<file path="src/rtl/regfile_access_ctrl.sv">
// Single-command controller for an 8x4 register-file port: WRITE, READ, INC (read-modify-write), FILL.
// Latency accept->rsp_valid: WRITE 2, READ 3, INC 4, FILL DEPTH+1; response held until rsp_ready, no accept while busy.
module regfile_access_ctrl #(
    parameter int DW = 4,
    parameter int AW = 3
) (
    input  logic          clk,
    input  logic          rst,
    input  logic          cmd_valid,
    output logic          cmd_ready,
    input  logic [1:0]    cmd_op,
    input  logic [AW-1:0] cmd_addr,
    input  logic [DW-1:0] cmd_data,
    output logic          rsp_valid,
    input  logic          rsp_ready,
    output logic [1:0]    rsp_op,
    output logic [DW-1:0] rsp_data,
    output logic          rf_we,
    output logic [AW-1:0] rf_addr,
    output logic [DW-1:0] rf_wdata,
    input  logic [DW-1:0] rf_rdata,
    output logic          busy
);

    localparam logic [1:0]    OP_WRITE  = 2'b00;
    localparam logic [1:0]    OP_INC    = 2'b10;
    localparam logic [1:0]    OP_FILL   = 2'b11;
    localparam logic [AW-1:0] LAST_ADDR = {AW{1'b1}};

    typedef enum logic [2:0] {
        IDLE,
        WR,
        RD,
        CAP,
        WB,
        FILL,
        RESP
    } state_t;

    state_t        state;
    state_t        state_nxt;
    logic [1:0]    op_q;
    logic [AW-1:0] addr_q;
    logic [AW-1:0] cnt_q;
    logic [DW-1:0] data_q;
    logic [DW-1:0] res_q;
    logic [DW-1:0] sum;
    logic          accept;

    assign cmd_ready = (state == IDLE);
    assign busy      = (state != IDLE);
    assign accept    = cmd_valid && cmd_ready;
    assign sum       = rf_rdata + data_q;

    always_ff @(posedge clk) begin
        if (rst) begin
            state <= IDLE;
        end else begin
            state <= state_nxt;
        end
    end

    always_comb begin
        state_nxt = state;
        case (state)
            IDLE: begin
                if (accept) begin
                    case (cmd_op)
                        OP_WRITE: state_nxt = WR;
                        OP_FILL:  state_nxt = FILL;
                        default:  state_nxt = RD;
                    endcase
                end
            end
            WR:   state_nxt = RESP;
            RD:   state_nxt = CAP;
            CAP:  state_nxt = (op_q == OP_INC) ? WB : RESP;
            WB:   state_nxt = RESP;
            FILL: begin
                if (cnt_q == LAST_ADDR) begin
                    state_nxt = RESP;
                end
            end
            RESP: begin
                if (rsp_valid && rsp_ready) begin
                    state_nxt = IDLE;
                end
            end
            default: state_nxt = IDLE;
        endcase
    end

    // rf_* are loaded from the next state so the pins are live during WR/RD/WB/FILL;
    // rsp_valid rises one cycle after entering RESP.
    always_ff @(posedge clk) begin
        if (rst) begin
            op_q      <= '0;
            addr_q    <= '0;
            cnt_q     <= '0;
            data_q    <= '0;
            res_q     <= '0;
            rsp_valid <= 1'b0;
            rsp_op    <= '0;
            rsp_data  <= '0;
            rf_we     <= 1'b0;
            rf_addr   <= '0;
            rf_wdata  <= '0;
        end else begin
            rf_we <= (state_nxt == WR) || (state_nxt == WB) || (state_nxt == FILL);
            case (state)
                IDLE: begin
                    if (accept) begin
                        op_q   <= cmd_op;
                        addr_q <= cmd_addr;
                        data_q <= cmd_data;
                        res_q  <= cmd_data;
                        cnt_q  <= '0;
                        if (cmd_op == OP_FILL) begin
                            rf_addr  <= '0;
                            rf_wdata <= cmd_data;
                        end else begin
                            rf_addr <= cmd_addr;
                            if (cmd_op == OP_WRITE) begin
                                rf_wdata <= cmd_data;
                            end
                        end
                    end
                end
                CAP: begin
                    if (op_q == OP_INC) begin
                        res_q    <= sum;
                        rf_addr  <= addr_q;
                        rf_wdata <= sum;
                    end else begin
                        res_q <= rf_rdata;
                    end
                end
                FILL: begin
                    // counter wraps to zero on the last write, address holds at the top entry
                    cnt_q <= cnt_q + 1'b1;
                    if (cnt_q != LAST_ADDR) begin
                        rf_addr <= cnt_q + 1'b1;
                    end
                end
                RESP: begin
                    if (!rsp_valid) begin
                        rsp_valid <= 1'b1;
                        rsp_op    <= op_q;
                        rsp_data  <= res_q;
                    end else if (rsp_ready) begin
                        rsp_valid <= 1'b0;
                    end
                end
                default: ;
            endcase
        end
    end

endmodule
</file>
<file path="config.mk">
export PLATFORM = sky130hd
export DESIGN_NAME = regfile_access_ctrl
export DESIGN_NICKNAME = d
export VERILOG_FILES = /design/src/rtl/regfile_access_ctrl.sv
export SDC_FILE = /design/constraint.sdc
export NUM_CORES = 1
export LEC_CHECK = 0
export CORE_UTILIZATION = 40
export DETAILED_ROUTE_END_ITERATION = 16
export PLACE_DENSITY = 0.67
export SYNTH_ARGS = -nofsm -noshare
export SYNTH_HDL_FRONTEND = slang
export SYNTH_SLANG_ARGS = --single-unit
</file>
<file path="constraint.sdc">
create_clock -name clk -period 1.7 [get_ports clk]
set_input_delay 0.255 -clock clk [delete_from_list [all_inputs] [get_ports clk]]
set_output_delay 0.255 -clock clk [all_outputs]
set_load 0.03 [all_outputs]
</file>
Word-level counts from Yosys, hierarchy flattened. Cells that the tools add are included.

Output and inout bits: 17. Bits in registers: 34. Bits of input ports: 17. Logic and storage cells: 72.

Equality and inequality tests: 17. Add/subtract/negate cells: 2. Bitwise logic cells: 1. Mux-type cells: 23. Reduce and logical (&&, ||, !) cells: 17.

Operator list (number): $mux 3 (8); $mux 4 (6); $eq 3x3->1 const B (6); $pmux 3 s6 (1); $pmux 4 s2 (2); $pmux 3 s2 (2); $pmux 3 s3 (1); $reduce_and 2->1 (4); $reduce_and 4->1 (2); $eq 3x1->1 const B (2); $eq 3x2->1 const B (2); $reduce_bool 3->1 (2); $add 4x4->4 (1); $eq 2x2->1 const B (2); $ne 2x2->1 const B (2); $reduce_bool 2->1 (2); $add 3x1->3 const B (1); $logic_not 3->1 (1); $ne 3x1->1 const B (1); $ne 3x3->1 const B (1); $logic_and 1x1->1 (2); $logic_not 2->1 (1); $logic_or 1x1->1 (2); $mux 1 (2); other kinds (4) (4).

Logic depth before layout (Yosys ltp).
Word-level depth: 7. Gate-level depth with buffers: 7. Mapped depth without buffers: 7.

Least setup slack after synthesis. OpenSTA, ideal clock, no wires.

Kind: register -> output. Start point: register state[2]. End point: output port busy. Stages on the path, launching flop included: 4. Data required time: 1.445 ns. Buffers on the path: 1. Arrival time: 1.612 ns. Path slack: -0.167 ns. Cells stage by stage: dfxtp_1 > buf_2 > nor3_1 > inv_1.

Cells in the longest elaborated chain, start to end: 1.

Ends and longest elaborated chain: start: declaration (RTL line 40) `state_t state;`; start signal: assignment (RTL line 59) `state <= state_nxt;`; $reduce_bool 3->1 (RTL line 51) `assign busy = (state != IDLE);`; end: declaration (RTL line 22) `output logic busy`.

Every way passes these cells.

Final worst setup path.
Start point: register state[0]. End point: register rf_wdata[3].

Cells in the longest elaborated chain, start to end: 4. Elaborated cells on any way between the ends: 9. Classes of those cells: eq/ne (4); mux (1); reduce/logical (4).

Ends and longest elaborated chain: $logic_not 3->1 (RTL line 50, 110); $logic_and 1x1->1 (RTL line 52) `assign accept = cmd_valid && cmd_ready;`; $ne 2x1->1 (no line); $reduce_and 4->1 (no line); end signal: assignment (RTL line 120) `rf_wdata <= cmd_data;`; end signal: assignment (RTL line 124) `rf_wdata <= cmd_data;`; end signal: assignment (RTL line 133) `rf_wdata <= sum;`; end: declaration (RTL line 20) `output logic [DW-1:0] rf_wdata,`.

Parallel ways exist; a longest one is shown, timed or not. A chain may end at the register's enable or synchronous reset.

==> flow_summary.json <==
{
  "grt_pass1_vias": 1529,
  "setup-tns-final_ns": 0,
  "hold_violations": 0,
  "yosys_warnings": 0,
  "place_inst": 308,
  "worstPathCellList": "or3b_4 -> o21a_1 -> or4_4 -> o32ai_2",
  "cap_violations": 0,
  "finalCriticalPeriod_ns": 1.674,
  "synth_cells": 202,
  "maxSlewHeadroom_pct": 71.22,
  "worst_ep_arrival_time_ns": 1.87,
  "rsz0062_at_grt": "yes",
  "max_freq_ghz": 0.5973,
  "io_pins": 34,
  "io_buffers": 33,
  "nets": 290,
  "cts.path.max_buffers": 2,
  "yosysSeqAreaShare_pct": 39.74,
  "clk_latency_ns": 0.29,
  "synth_top_cell_by_area": "dfxtp_1",
  "worstMarginPinSlew_ns": 0.4316,
  "die_h_um": 67.44,
  "cp.required_ns": 1.89,
  "fillers": 371,
  "synth-edff-count": 0,
  "die_area_mm2": 0.004548,
  "post-dp-hpwl_um": 3239,
  "placed_area_mm2": 0.002327,
  "start_util_pct": 42.21,
  "period_share_pct": 98.47,
  "syn_nets": 227,
  "cp_top_family": "simple AND/OR/NAND/NOR gates",
  "coreArea_mm2": 0.004058,
  "drc": 0,
  "syn_area_per_cell_um2": 8.480,
  "final_area_mm2": 0.002485,
  "drt_pass1_iterations": 4,
  "antenna_left": 0,
  "grt_max_degree": 22,
  "ir_drop_uv": 796.8,
  "drive_gt1_share_pct": 23.40,
  "dominantRegCellSynth": "dfxtp_1",
  "cts-buffers-inserted": 5,
  "end_kind": "flop",
  "wl_per_cell_um": 13.56,
  "leakagePower_nw": 1.010,
  "first_iter_violations": 146,
  "fin_cells": 315,
  "worst-path-buf-inv": 0,
  "antennaDiodeCount": 0,
  "async_flop_share_pct": 0,
  "holdWs_ns": 0.3449,
  "antenna_found_initial": 0,
  "std_cell_rows": 23,
  "critPathMaxStageDelay_ns": 0.49,
  "via_per_inst": 5.314,
  "setup_viol": 0,
  "ys_types": 46,
  "yosysTopAreaCellShare_pct": 39.74,
  "place_congestion": 0.8311,
  "wl_um": 4271,
  "cts.sinks": 34,
  "grt_use_total_pct": 21.15,
  "crit_fanout": 6,
  "status": "completed",
  "path_clk_slew_ns": 0.06,
  "slowest_stage": "or4_4",
  "finalMaxSlewViolations": 0,
  "cts_hold_buf": 0,
  "die_x_um": 67.44,
  "synth.ff_latch_count": 34,
  "path_class": "flop to flop",
  "vias": 1674,
  "ys_top_cells_by_area": "dfxtp_1 40%, nand2_1 5.9%, a21oi_1 5.8%",
  "power_mw": 3.347,
  "cts_tree": "yes",
  "gr-total-overflow": 0,
  "root_buffer": "clkbuf_8",
  "start_kind": "flop",
  "area_delta_synth_final_pct": 45.07,
  "grt_pass1_wl_um": 7065,
  "ctsHtreeMaxLevel": 2,
  "min_path_type": "input pin to flop",
  "clock_skew_ns": 0.009561,
  "netlist_area_mm2": 0.001713,
  "p_per_area_mw_per_mm2": 1347
}
==> stage by stage <==
stage,util [%],setup slack [ns]
after floorplan,-,0.1172
after global placement,57.35,-0.3218
after detailed placement,57.35,-0.3487
after CTS,59.64,0.002872
after global routing,61.24,-0.02760
final,61.24,0.02593
==> worst min-delay path, stage by stage <==
cell and delay, ns:
dlymetal6s2s_1 0.18, nand2_1 0.08, a21oi_1 0.06
==> what timing repair did <==
item | CTS | global route
setup buffers | 0 | 0
pin swaps | 3 | 3
setup endpoints to repair | 7 | 12
gates resized for setup | 9 | 16
==> Yosys cell counts (2+ instances only) <==
cell type,n
dfxtp_1,34
nand2_1,27
a21oi_1,20
nor2_1,19
inv_1,9
clkbuf_1,8
ha_1,7
mux2i_1,7
a211oi_1,6
a311oi_1,5
nor3_1,5
buf_2,4
nand2b_1,4
a22oi_1,3
and3b_1,3
nand3b_1,3
nor2b_1,3
o211ai_1,3
a222oi_1,2
nand3_1,2
nand4_1,2
o31a_1,2
==> routing by layer <==
layer | wire [µm] | GRT usage [%]
met5 | 0 | 0
met3 | 271 | 5.236
met4 | 115 | 9.574
met2 | 1845 | 30.63
met1 | 2039 | 29.28
==> logic make-up (layout without fill, tap and decap cells) <==
group,count (synthesis),count (layout),synth area share (%)
flops,34,34,39.74
mux,8,8,4.748
compound gates,52,52,20.89
buf+inv,22,85,5.113
xor+xnor,1,1,0.5114
fa+ha+maj,8,8,6.282
simple gates,77,77,22.72
==> final cells by class <==
class | instances | area, µm² | area share (%)
Multi-Input combinational cell | 146 | 1018 | 40.99
Sequential cell | 34 | 684.4 | 27.54
Timing Repair Buffer | 69 | 609.3 | 24.52
Clock buffer | 7 | 76.32 | 3.072
Tap cell | 50 | 62.56 | 2.518
Inverter | 9 | 33.78 | 1.360
==> flip-flops by register name (all words and copies together) (netlist names), 2 cells and up <==
register,flops
state,3
cnt_q,3
rf_addr,3
rsp_op,2
op_q,2
data_q,4
res_q,4
rf_wdata,4
rsp_data,4
addr_q,3
==> layout by cell type (no fill, tap or decap), types with 3 or more instances in the layout <==
cell,Yosys,layout
buf_4,0,36
dfxtp_1,34,31
nand2_1,27,27
clkdlybuf4s50_1,0,25
a21oi_1,20,19
nor2_1,19,18
inv_1,9,9
mux2i_1,7,7
a211oi_1,6,5
a311oi_1,5,5
clkbuf_8,0,5
dlymetal6s2s_1,0,5
nor3_1,5,4
nand2b_1,4,4
ha_1,7,4
nand3b_1,3,3
a22oi_1,3,3
nor2b_1,3,3
o211ai_1,3,3
dlygate4sd2_1,0,3
dfxtp_2,0,3
==> where the power goes <==
group	total (mW)	internal, mW	switching (mW)
Clock	0.555	0.282	0.273
Sequential	1.13	0.975	0.159
Combinational	1.66	0.810	0.847
Total	3.35	2.07	1.28
==> path summary, 6_finish.rpt <==
path,from,end,slack [ns],depth (start not counted)
worst max-delay path,state[0],rf_wdata[3],0.03,4
worst min-delay path,cmd_op[1],op_q[1],0.34,3
worst max register to register,state[0],rf_wdata[3],0.03,4
worst min register to register,addr_q[0],addr_q[0],0.45,2
(Power assumes the default switching activity.)
